--- config.mk ---
export PLATFORM = sky130hd
export DESIGN_NAME = ysyx_wbu_queue_flat
export DESIGN_NICKNAME = d
export VERILOG_FILES = /design/src/rtl/ysyx_wbu_queue_if.sv /design/src/rtl/ysyx_wbu_queue.sv /design/src/flat_wrapper.sv
export SDC_FILE = /design/constraint.sdc
export NUM_CORES = 1
export LEC_CHECK = 0
export BUFFER_PORTS_ARGS = -buffer_cell sky130_fd_sc_hd__buf_2
export CAP_MARGIN = 20
export CELL_PAD_IN_SITES_DETAIL_PLACEMENT = 0
export CELL_PAD_IN_SITES_GLOBAL_PLACEMENT = 2
export CORE_ASPECT_RATIO = 1.75
export CORE_MARGIN = 4
export CORE_UTILIZATION = 46
export CTS_CLUSTER_DIAMETER = 150
export DETAILED_ROUTE_END_ITERATION = 10
export PLACE_DENSITY = 0.8
export SLEW_MARGIN = 20
export SYNTH_ARGS = -nofsm -noshare
export SYNTH_HDL_FRONTEND = slang
export SYNTH_SLANG_ARGS = --single-unit
--- constraint.sdc ---
create_clock -name clk -period 12.5 [get_ports clk]
set_clock_uncertainty 0.15 [all_clocks]
set_input_delay 0.625 -clock clk [delete_from_list [all_inputs] [get_ports clk]]
set_output_delay 0.625 -clock clk [all_outputs]
set_load 0.01 [all_outputs]
--- src/rtl/ysyx_wbu_queue_if.sv ---
// EXU-to-write-back handshake bundle: one completed instruction per transfer.
`timescale 1ns/1ps
interface ysyx_wbu_queue_if #(
  parameter int XLEN   = 32,
  parameter int RIDX_W = 5
);
  logic              prev_valid;
  logic              ready_o;
  logic [XLEN-1:0]   pc_i;
  logic [31:0]       inst_i;
  logic [RIDX_W-1:0] rd_i;
  logic [XLEN-1:0]   wdata_i;
  logic              wen_i;
  logic              ebreak_i;

  // EXU side offers entries and observes back-pressure.
  modport master (
    output prev_valid, pc_i, inst_i, rd_i, wdata_i, wen_i, ebreak_i,
    input  ready_o
  );

  // Write-back queue side.
  modport slave (
    input  prev_valid, pc_i, inst_i, rd_i, wdata_i, wen_i, ebreak_i,
    output ready_o
  );
endinterface

--- src/rtl/ysyx_wbu_queue.sv ---
// Write-back queue: buffers up to DEPTH completed instructions in program
// order, retires one per cycle into the register file, tracks the last
// retired PC and a retire counter, and halts for good on a retired ebreak.
`timescale 1ns/1ps
module ysyx_wbu_queue #(
  parameter int XLEN   = 32,
  parameter int DEPTH  = 4,
  parameter int RIDX_W = 5,
  parameter int CNT_W  = 32
) (
  input  logic                       clk,
  input  logic                       rst,
  ysyx_wbu_queue_if.slave            up,
  input  logic                       flush_i,
  input  logic                       next_ready,
  output logic                       valid_o,
  output logic                       rf_wen_o,
  output logic [RIDX_W-1:0]          rf_waddr_o,
  output logic [XLEN-1:0]            rf_wdata_o,
  output logic [31:0]                inst_o,
  output logic [XLEN-1:0]            pc_o,
  output logic [CNT_W-1:0]           retired_cnt_o,
  output logic [$clog2(DEPTH):0]     count_o,
  output logic                       halt_o
);

  localparam int AW = $clog2(DEPTH);
  localparam int CW = AW + 1;

  // Entry storage, one array per field.
  logic [XLEN-1:0]   pc_q    [DEPTH];
  logic [31:0]       inst_q  [DEPTH];
  logic [RIDX_W-1:0] rd_q    [DEPTH];
  logic [XLEN-1:0]   wdata_q [DEPTH];
  logic              wen_q   [DEPTH];
  logic              ebreak_q[DEPTH];

  logic [AW-1:0]     rd_ptr;
  logic [AW-1:0]     wr_ptr;
  logic [CW-1:0]     count;
  logic              halt;
  logic [XLEN-1:0]   last_pc;
  logic [CNT_W-1:0]  retired_cnt;

  logic              full;
  logic              ready;
  logic              push;
  logic              pop;
  logic              ebreak_fire;

  // A full queue refuses new entries even if the head leaves this cycle,
  // so ready never depends on the commit side.
  assign full        = (count == CW'(DEPTH));
  assign ready       = ~full & ~halt & ~flush_i;
  assign valid_o     = (count != '0) & ~halt;
  assign push        = up.prev_valid & ready;
  assign pop         = valid_o & next_ready;
  // Edge at which a retiring ebreak is observed; simulation hooks attach here.
  assign ebreak_fire = pop & ebreak_q[rd_ptr];

  assign up.ready_o    = ready;
  assign rf_waddr_o    = rd_q[rd_ptr];
  assign rf_wdata_o    = wdata_q[rd_ptr];
  assign inst_o        = inst_q[rd_ptr];
  assign rf_wen_o      = pop & wen_q[rd_ptr] & (rd_q[rd_ptr] != '0);
  assign pc_o          = last_pc;
  assign retired_cnt_o = retired_cnt;
  assign count_o       = count;
  assign halt_o        = halt;

  // Entry write on accept; payload needs no reset since count gates it.
  always_ff @(posedge clk) begin
    if (push) begin
      pc_q[wr_ptr]     <= up.pc_i;
      inst_q[wr_ptr]   <= up.inst_i;
      rd_q[wr_ptr]     <= up.rd_i;
      wdata_q[wr_ptr]  <= up.wdata_i;
      wen_q[wr_ptr]    <= up.wen_i;
      ebreak_q[wr_ptr] <= up.ebreak_i;
    end
  end

  // Pointers, occupancy, retire bookkeeping and the sticky halt.
  always_ff @(posedge clk) begin
    if (!rst) begin
      rd_ptr      <= '0;
      wr_ptr      <= '0;
      count       <= '0;
      halt        <= 1'b0;
      last_pc     <= '0;
      retired_cnt <= '0;
    end else begin
      if (push) begin
        wr_ptr <= wr_ptr + 1'b1;
      end
      if (pop) begin
        rd_ptr      <= rd_ptr + 1'b1;
        last_pc     <= pc_q[rd_ptr];
        retired_cnt <= retired_cnt + 1'b1;
      end
      // A retired ebreak or a flush empties the queue; the head that retires
      // alongside a flush has already been accounted for above.
      if (ebreak_fire) begin
        halt  <= 1'b1;
        count <= '0;
      end else if (flush_i) begin
        count  <= '0;
        rd_ptr <= wr_ptr;
      end else if (push && !pop) begin
        count <= count + 1'b1;
      end else if (pop && !push) begin
        count <= count - 1'b1;
      end
    end
  end

endmodule

--- src/flat_wrapper.sv ---
// flat-port wrapper written by rule: the top's interface ports become plain ports
module ysyx_wbu_queue_flat 
#(
  parameter int XLEN   = 32,
  parameter int DEPTH  = 4,
  parameter int RIDX_W = 5,
  parameter int CNT_W  = 32
)
  (clk, rst, flush_i, next_ready, valid_o, rf_wen_o, rf_waddr_o, rf_wdata_o, inst_o, pc_o, retired_cnt_o, count_o, halt_o, up_prev_valid, up_pc_i, up_inst_i, up_rd_i, up_wdata_i, up_wen_i, up_ebreak_i, up_ready_o);
  ysyx_wbu_queue_if #(.XLEN(XLEN), .RIDX_W(RIDX_W)) up_i ();
  input  logic clk;
  input  logic rst;
  input  logic flush_i;
  input  logic next_ready;
  output logic valid_o;
  output logic rf_wen_o;
  output logic [RIDX_W-1:0] rf_waddr_o;
  output logic [XLEN-1:0] rf_wdata_o;
  output logic [31:0] inst_o;
  output logic [XLEN-1:0] pc_o;
  output logic [CNT_W-1:0] retired_cnt_o;
  output logic [$clog2(DEPTH):0] count_o;
  output logic halt_o;
  input wire logic [$bits(up_i.prev_valid)-1:0] up_prev_valid;
  input wire logic [$bits(up_i.pc_i)-1:0] up_pc_i;
  input wire logic [$bits(up_i.inst_i)-1:0] up_inst_i;
  input wire logic [$bits(up_i.rd_i)-1:0] up_rd_i;
  input wire logic [$bits(up_i.wdata_i)-1:0] up_wdata_i;
  input wire logic [$bits(up_i.wen_i)-1:0] up_wen_i;
  input wire logic [$bits(up_i.ebreak_i)-1:0] up_ebreak_i;
  output wire logic [$bits(up_i.ready_o)-1:0] up_ready_o;
  assign up_i.prev_valid = up_prev_valid;
  assign up_i.pc_i = up_pc_i;
  assign up_i.inst_i = up_inst_i;
  assign up_i.rd_i = up_rd_i;
  assign up_i.wdata_i = up_wdata_i;
  assign up_i.wen_i = up_wen_i;
  assign up_i.ebreak_i = up_ebreak_i;
  assign up_ready_o = up_i.ready_o;
  ysyx_wbu_queue #(.XLEN(XLEN), .DEPTH(DEPTH), .RIDX_W(RIDX_W), .CNT_W(CNT_W)) u_core (.clk(clk), .rst(rst), .up(up_i), .flush_i(flush_i), .next_ready(next_ready), .valid_o(valid_o), .rf_wen_o(rf_wen_o), .rf_waddr_o(rf_waddr_o), .rf_wdata_o(rf_wdata_o), .inst_o(inst_o), .pc_o(pc_o), .retired_cnt_o(retired_cnt_o), .count_o(count_o), .halt_o(halt_o));
endmodule
Yosys cells after proc, flatten, opt, wreduce, memory -nomap -nowiden

Memory sizes are Yosys's and may differ from the RTL's. A register that Yosys moved wholly into a read port is not among the register bits.
Cells that the tools add are included.

Flip-flop bits (word level): 40
Memory bits (writable): 412
Bits of input ports: 108
Output and inout bits: 140
Word-level logic and storage cells: 50
Memories: 6

Memories:

| memory          | words | width | read ports | clocked after Yosys merged registers in | write ports | line                 | RTL |
|---|---|---|---|---|---|---|---|
| u_core.inst_q   | 4     | 32    | 1          | 1                                       | 1           | ysyx_wbu_queue.sv:32 | `logic [31:0] inst_q [DEPTH];` |
| u_core.pc_q     | 4     | 32    | 1          | 1                                       | 1           | ysyx_wbu_queue.sv:31 | `logic [XLEN-1:0] pc_q [DEPTH];` |
| u_core.wdata_q  | 4     | 32    | 1          | 1                                       | 1           | ysyx_wbu_queue.sv:34 | `logic [XLEN-1:0] wdata_q [DEPTH];` |
| u_core.rd_q     | 4     | 5     | 1          | 1                                       | 1           | ysyx_wbu_queue.sv:33 | `logic [RIDX_W-1:0] rd_q [DEPTH];` |
| u_core.ebreak_q | 4     | 1     | 1          | 1                                       | 1           | ysyx_wbu_queue.sv:36 | `logic ebreak_q[DEPTH];` |
| u_core.wen_q    | 4     | 1     | 1          | 1                                       | 1           | ysyx_wbu_queue.sv:35 | `logic wen_q [DEPTH];` |

Add/subtract/negate cells: 5
Equal/unequal tests: 1
Multiplexer cells: 12
Bitwise logic cells: 12
Reductions and logical operators: 9

Operators by type and width:

| operator                                         | count |
|---|---|
| adder 32 x 1 -> 32 bit, second input constant    | 1 |
| 2-to-1 mux 2 bit                                 | 8 |
| bitwise AND 1 bit                                | 8 |
| 2-to-1 mux 3 bit                                 | 2 |
| nonzero test 5 bit                               | 1 |
| adder 2 x 1 -> 2 bit, second input constant      | 2 |
| NOT 1 bit                                        | 4 |
| adder 3 x 1 -> 3 bit, second input constant      | 1 |
| equality test 3 bit, second input constant       | 1 |
| zero test 1 bit                                  | 3 |
| nonzero test 3 bit                               | 1 |
| OR reduction 3 bit                               | 1 |
| subtractor 3 x 1 -> 3 bit, second input constant | 1 |
| logical AND 1 bit                                | 2 |
| 2-to-1 mux 1 bit                                 | 2 |
| nonzero test 2 bit                               | 1 |

Longest topological paths before layout

Gate-level depths: netlist (run 1).

Depth after elaboration: 9
Gate-level depth with buffers: 11
Mapped depth without buffers: 10

Worst setup path before layout (run 1)

OpenSTA, ideal clock, no wires.

Path kind: flip-flop to flip-flop
Start: reg u_core.count[0] (netlist: u_core.count_o[0])
End: mem u_core.ebreak_q[0] (enable)
Library setup time: 0.474 ns
Arrival time: 3.563 ns
Data required time: 11.876 ns
Path slack: 8.314 ns
Cell stages (with the launch flop): 4
Buffers on the path: 0
Clock period less this slack: 4.186 ns
Path through: dfxtp_1 > nor2_1 > a2111oi_4 > and2_1

Word-level cells in the longest chain between the ends: 7

RTL lines:

| item                                   | line                  | RTL |
|---|---|---|
| start: declaration                     | ysyx_wbu_queue.sv:40  | `logic [CW-1:0] count;` |
| start signal: assignment               | ysyx_wbu_queue.sv:110 | `count <= count + 1'b1;` |
| start signal: assignment               | ysyx_wbu_queue.sv:112 | `count <= count - 1'b1;` |
| equality test 3 bit                    | ysyx_wbu_queue.sv:53  | `assign full = (count == CW'(DEPTH));` |
| NOT 1 bit                              | ysyx_wbu_queue.sv:54  | `assign ready = ~full & ~halt & ~flush_i;` |
| bitwise AND 1 bit (2 in a row)         | ysyx_wbu_queue.sv:54  |  |
| bitwise AND 1 bit                      | ysyx_wbu_queue.sv:56  | `assign push = up.prev_valid & ready;` |
| via u_core.push                        | ysyx_wbu_queue.sv:47  | `logic push;` |
| 2-to-1 mux 1 bit                       | ysyx_wbu_queue.sv:73  | `if (push) begin` |
| 2-to-1 mux 1 bit (implied by the code) | ysyx_wbu_queue.sv:79  | `ebreak_q[wr_ptr] <= up.ebreak_i;` |
| end: declaration                       | ysyx_wbu_queue.sv:36  |  |

The timed path passes the listed nets, and every way through them passes these cells.

==> reports/qor.yml, run 1 <==
outcome: "finished clean"
ys_warn_count: 0
area_delta_synth_final_pct: 17.7
hold_buffers: 0
place_ws_ps: 8920
p_per_area_nw_per_um2: 164
drv_slew: 0
comb_power_share_pct: 8.8
finalCritPeriodShare_pct: 31.1
drv_cap: 0
clock-root-buffer: "clkbuf_16"
pwr-share-seq_pct: 52.8
finalCriticalPeriod_ps: 3890
synthArstFlopShare_pct: 0
clock_sinks: 484
grt_start_max_net_pins: 68
htreeDepth: 2
num_vias: 9275
rows: 95
synth_top_area_share_pct: 68.6
grt_util_met3_pct: 5.82
ys_seq_area_share_pct: 76.6
grt_use_met1_pct: 20.1
sw_frac_of_total_pct: 21.7
start_util_pct: 46.7
path_cells: "buf_4 -> mux4_2 -> nor3_1 -> a21oi_1 -> buf_2"
slew_headroom_pct: 32.0
fmax_mhz: 257
synth_edf_count: 412
worstMarginPinSlew_ps: 1020
viasPerCell: 5.41
fin_nets: 1301
dieArea_um2: 42600
synth.distinct_cells: 47
ys_seq_elements: 484
max-clock-path-buffers: 3
drt-wirelength-per-cell_um: 21.8
first_iter_violations: 632
design_area_um2: 21200
grt_pass1_wl_um: 57500
die-width_um: 158
drc: 0
fin_ws_ps: 8610
grt_setup_unrepaired: "false"
drive_above_1_share_pct: 35.6
post_cts_resized: 0
fin_tns_setup_ps: 0
cts_tree: "done"
grt.busiest_layer: "met2"
grt_pass1_vias: 9896
p_switching_mw: 0.752
start_kind: "flop"
ys_top_cells_by_area: "edfxtp_1, mux4_2, dfxtp_1"
postSynthAreaPerCell_um2: 19.4
path_class: "flop to primary output"
place.gp.congestion: 0.785
core_area_um2: 38600
ant_nets: 0
p_int_mw: 2.72
synth_area_leader_cell: "edfxtp_1"
numCtsBuffers: 43
ioPinCount: 248
hp-class: "input port to flop"
cp_max_fo: 59
required_ps: 11730
cts_setup_buffers: 0
p_leak_nw: 7.18
peakVddDrop_mv: 0.129
netlist_area_um2: 18000
dp_hpwl_um: 23300
overflow: 0
grt_usage_pct: 17.6
antenna_found_initial: 16
synthesis.nets: 1043
synth_cells: 928
post_dp_cell_area_um2: 19800
wl_um: 37300
clk-insertion-delay-late_ps: 550
worstPathArrival_ps: 3110
gr-usage-met2_pct: 31.1
max_stage_delay_ps: 940
critPathCaptureType: "primary output"
power.share.clock_pct: 38.4
portBuffers: 247
finalSetupViolations: 0
critPathSlowestCell: "dfxtp_4"
ys.flop_type: "edfxtp_1"
dieHeight_um: 270
dr.pass1.iters: 5
path_clk_slew_ps: 70
hold_viol_final: 0
layer usage:
metal  part of all wire (%)  wire length (µm)  vias to the layer above
met3                    7.8              2920                       55
met5                   0.19                70                        -
met1                     37             13600                     4689
met4                    2.4               906                       12
met2                     53             19800                      262
li1                       -                 -                     4257
stage by stage:
step                hold WS [ps]  power [mW]  utilization [%]  cells
floorplan                    331        2.06                -    928
global placement             293        2.18             51.2   1626
detailed placement           295        2.18             51.2   1626
CTS                          106        3.52             54.9   1704
global route                 118        3.61             54.9   1708
finish                       138        3.47             55.0   1715
cell families (layout without fill, tap and decap cells):
kind of cell	count (synthesis)	after routing	synth area share, %
compound gates	76	76	2.53
xor+xnor	11	11	0.534
fa+ha+maj	7	7	0.527
buf+inv	51	342	1.22
flops	484	484	76.6
mux	113	113	13.4
other cells	0	11	0
simple gates	186	186	5.16
worst paths after layout:
kind,startpoint,slack (ps),to,cells past startpoint
worst max-delay path,u_core.rd_ptr[1]$_SDFF_PN0_,8610,rf_wen_o,5
worst min-delay path,up_wdata_i[23],140,u_core.wdata_q[1][23]$_DFFE_PP_,1
worst max register to register,u_core.count_o[0]$_SDFFE_PP0P_,9120,u_core.inst_q[2][26]$_DFFE_PP_,4
worst min register to register,u_core.pc_o[3]$_SDFFE_PN0P_,300,u_core.pc_o[3]$_SDFFE_PN0P_,2
critical path: cells and delay by family, from the launching register on:
family                 cells  cell delay (ps)
AO/OA/AOI/OAI              1               90
flip-flops                 1              940
buffers and inverters      2              870
multiplexers               1              420
AND/OR/NAND/NOR            1              200
cell usage in the layout (no fill, tap or decap), types with 6 or more instances in the layout:
master	netlist	final
edfxtp_1	412	412
buf_2	14	247
mux4_2	103	103
nand2_1	90	90
dfxtp_1	72	70
a21oi_1	48	48
clkbuf_16	0	44
nor2_1	18	18
diode_2	0	11
mux2i_1	10	10
or3_1	10	10
nor4_1	10	10
clkinv_1	0	10
nand2b_1	9	9
buf_4	1	9
nand4_1	8	8
o31ai_1	8	8
or4_1	8	8
clkbuf_1	23	8
o21ai_0	7	7
and3_1	7	7
inv_1	7	6
xor2_1	6	6
ha_1	6	6
bufinv_16	0	6
clkinv_2	0	6
area by class of cell:
class                           instances  area (µm²)
Multi-Input combinational cell        393        4010
Clock buffer                           53        1140
Clock inverter                         25         282
Antenna cell                           11        27.5
Sequential cell                       484       13800
Timing Repair Buffer                  256        1300
Inverter                                8        30.0
Tap cell                              485         607
Fill cell                            3089       17400
cell usage after synthesis (2+ instances only):
| master | n |
|---|---|
| and2_1 | 5 |
| o21a_1 | 2 |
| and3_1 | 7 |
| mux4_2 | 103 |
| or4_1 | 8 |
| nand4_1 | 8 |
| xnor2_1 | 5 |
| a31oi_1 | 2 |
| clkbuf_1 | 23 |
| or3_1 | 10 |
| nor3_1 | 3 |
| nand2b_1 | 9 |
| nand3_1 | 5 |
| o31ai_1 | 8 |
| nand4_2 | 2 |
| o21ai_0 | 7 |
| o31a_1 | 2 |
| buf_1 | 4 |
| mux2i_1 | 10 |
| ha_1 | 6 |
| nor4_1 | 10 |
| dfxtp_1 | 72 |
| xor2_1 | 6 |
| nor2_1 | 18 |
| nand2_1 | 90 |
| buf_2 | 14 |
| edfxtp_1 | 412 |
| and4_1 | 5 |
| inv_1 | 7 |
| a21oi_1 | 48 |
sequential cells by signal, indices dropped and copies added (netlist names):
signal,cells
u_core.inst_q,128
u_core.pc_q,128
u_core.wdata_q,128
u_core.pc_o,32
u_core.retired_cnt_o,32
u_core.rd_q,20
u_core.ebreak_q,4
u_core.wen_q,4
u_core.count_o,3
u_core.rd_ptr,2
u_core.wr_ptr,2
u_core.halt_o,1
power by group through the flow:
stage	registers [mW]	logic (mW)	clock network [mW]
4_1_cts	1.84	0.316	1.37
5_1_grt	1.84	0.335	1.44
6_report	1.83	0.306	1.33
3_5_place_dp	1.87	0.314	0
2_1_floorplan	1.86	0.196	0
3_3_place_gp	1.87	0.312	0
(Power assumes the default switching activity.)
==> run 2, diff against run 1 <==
- ABC_AREA: not set -> 1
- CORE_UTILIZATION: 46 -> 35
- PLACE_DENSITY: 0.8 -> 0.71
- clock period: 12.5 -> 3.4 ns (I/O delays scaled with it)
==> run 2 against run 1 <==
Synthesized area increased by 3.3%. Die area is 34% higher. Synthesized cell count increased by 62%. Worst setup slack lost 8200 ps. Register-to-register slack worse by 8000 ps. Final cell count increased by 49%. Flip-flop and latch count did not move. Design area grew 9.2%. Core utilization decreased by 11 points. Hold slack worse by 90 ps. Critical endpoint unchanged. Clock-buffer cell count is 12 higher.
==> reports/qor.yml, run 2 <==
start_util_pct: 35.5
holdCritStartpoint: "up_prev_valid"
portBuffers: 247
timing.hold.ws_ps: 48.1
clock-root-buffer: "clkbuf_16"
clock_sinks: 484
max_stage_delay_ps: 430
ys_seq_area_share_pct: 74.1
ys_top_cells_by_area: "edfxtp_1, dfxtp_1, nor2_1"
synth_top_area_share_pct: 66.4
ys.flop_type: "edfxtp_1"
drc: 0
worstMarginPinSlew_ps: 1200
final_cells: 2561
synth_most_common_cell: "edfxtp_1"
critPathCaptureType: "primary output"
p_int_mw: 10.2
grt_setup_unrepaired: "false"
synth_area_leader_cell: "edfxtp_1"
core_area_um2: 52500
ioPinCount: 248
start_kind: "flop"
dp_hpwl_um: 28900
max-clock-path-buffers: 3
cts_tree: "done"
grt_start_max_net_pins: 208
grt_usage_pct: 16.3
ys_warn_count: 0
area_delta_synth_final_pct: 24.4
synthArstFlopShare_pct: 0
hold_depth: 4
r2r_start: "u_core.count_o[0]$_SDFFE_PP0P_"
top_regs: "u_core.inst_q x128, u_core.pc_q x128, u_core.wdata_q x128"
path_cells: "buf_12 -> o21ai_0 -> o22ai_1 -> nor3_1 -> nor2_1 -> buf_2"
fillers: 4893
path_class: "flop to primary output"
first_iter_violations: 654
sw_frac_of_total_pct: 24.1
p_switching_mw: 3.23
postSynthAreaPerCell_um2: 12.4
grt_pass1_wl_um: 73300
finalCritPeriodShare_pct: 86.8
htreeDepth: 2
post_cts_resized: 0
hold_viol_final: 0
dr.pass1.iters: 5
power.share.clock_pct: 38.5
grt_pass1_vias: 12408
p_leak_nw: 8.41
hold_end: "u_core.wr_ptr[1]$_SDFFE_PN0P_"
path_clk_slew_ps: 60
fin_util_pct: 44.2
fin_tns_setup_ps: 0
critPathSlowestCell: "buf_12"
rows: 111
finalSetupViolations: 0
slew_headroom_pct: 20.0
dp_cells: 2367
worst-r2r-cell-count: 8
drv_cap: 0
synthesis.nets: 1620
drt-wirelength-per-cell_um: 18.8
overflow: 0
drv_slew: 0
dieHeight_um: 313
dieArea_um2: 57100
worstPathArrival_ps: 2630
required_ps: 3080
num_vias: 12520
drive_above_1_share_pct: 19.4
rr_endpoint: "u_core.pc_q[3][28]$_DFFE_PP_"
viasPerCell: 4.89
numCtsBuffers: 47
finalCriticalPeriod_ps: 2950
hp-class: "input port to flop"
final_cell_mix: "edfxtp_1, nor2_1, buf_2, o21ai_0, dlygate4sd3_1"
antenna_found_initial: 1
p_per_area_nw_per_um2: 579
clk-insertion-delay-late_ps: 560
fin_nets: 1958
fmax_mhz: 339
synth_cells: 1505
synth_commonest_cells: "edfxtp_1, nor2_1, o21ai_0"
cp_max_fo: 207
place.gp.congestion: 0.767
synth_edf_count: 412
pwr-share-seq_pct: 50.2
ant_nets: 0
netlist_area_um2: 18600
synth.distinct_cells: 35
ys_seq_elements: 484
outcome: "finished clean"
comb_power_share_pct: 11.3
peakVddDrop_mv: 0.452
wl_um: 48100
r2r_slack_ps: 1090
final_common_cell: "edfxtp_1"
die-width_um: 182
-- run 2: cell types whose count changed after synthesis, sizes merged, moves of 10 or more --
cell	before	now
or3	10	0
o21ai	7	242
a21oi	48	22
clkbuf	23	44
nand3	5	37
buf	20	41
mux4	103	0
o22ai	1	98
nor2	19	336
inv	8	61
nor4	10	0
nand2	91	105
-- run 2: cells by family (layout without fill, tap and decap cells) --
logic type | count (synthesis) | after routing | synth area share, %
AOI/OAI and AO/OA | 364 | 364 | 10.5
xor gates and xnor gates | 6 | 6 | 0.282
adders and majority gates | 7 | 7 | 0.510
buffers and inverters | 147 | 524 | 3.59
DFF | 484 | 484 | 74.1
muxes | 1 | 1 | 0.0537
other | 0 | 1 | 0
and+or+nand+nor | 496 | 496 | 11.0
-- run 2: power by group through the flow --
stage	registers, mW	clock network, mW	logic (mW)
CTS	6.74	5.33	1.57
global route	6.75	5.57	1.70
finish	6.74	5.17	1.52
detailed placement	6.87	0	1.46
global placement	6.86	0	1.44
floorplan	6.88	0	0.794
-- run 2: per-stage QoR --
stage | worst slack [ps] | area (µm²) | total power [mW]
2_1_floorplan | -988 | 18600 | 7.67
3_3_place_gp | 1070 | 20600 | 8.30
3_5_place_dp | 1050 | 20600 | 8.33
4_1_cts | 524 | 23200 | 13.6
5_1_grt | 247 | 23200 | 14.0
6_report | 450 | 23200 | 13.4
-- run 2: critical path: cells and delay by family, from the launching register on --
family	cells	cell delay, ps
buf+inv	2	610
compound gates	2	490
flops	1	380
simple gates	2	200
-- run 2: how the worst max path moves through the flow --
stage,startpoint,endpoint,slack (ps),cells after the start
after floorplan,u_core.count_o[0]$_SDFFE_PP0P_,u_core.ebreak_q[0]$_DFFE_PP_,-990,6
after global placement,u_core.count_o[0]$_SDFFE_PP0P_,u_core.wdata_q[3][18]$_DFFE_PP_,1070,8
after detailed placement,u_core.count_o[0]$_SDFFE_PP0P_,u_core.wdata_q[3][18]$_DFFE_PP_,1050,8
after CTS,u_core.rd_ptr[0]$_SDFF_PN0_,rf_wen_o,520,6
after global routing,u_core.rd_ptr[0]$_SDFF_PN0_,rf_wen_o,250,6
final,u_core.rd_ptr[0]$_SDFF_PN0_,rf_wen_o,450,6
-- run 2: routing by layer --
layer	GRT usage, %	up-vias	routed length, µm
li1	-	6065	-
met1	21.3	6097	20600
met2	27.9	298	23900
met3	3.31	58	2520
met4	4.25	2	1040
met5	0	-	13
-- run 2: repair_timing --
item | CTS | global route
hold endpoints to repair | 426 | 0
buffers inserted | 0 | 0
hold buffers | 105 | 0
-- run 2: final cells by class --
| class | instances | area, µm² | share of cell area, % |
|---|---|---|---|
| Inverter | 62 | 239 | 1.03 |
| Antenna cell | 1 | 2.50 | 0.0108 |
| Clock buffer | 65 | 1310 | 5.63 |
| Sequential cell | 484 | 13800 | 59.6 |
| Tap cell | 678 | 848 | 3.66 |
| Timing Repair Buffer | 374 | 2550 | 11.0 |
| Clock inverter | 23 | 235 | 1.01 |
| Multi-Input combinational cell | 874 | 4180 | 18.0 |
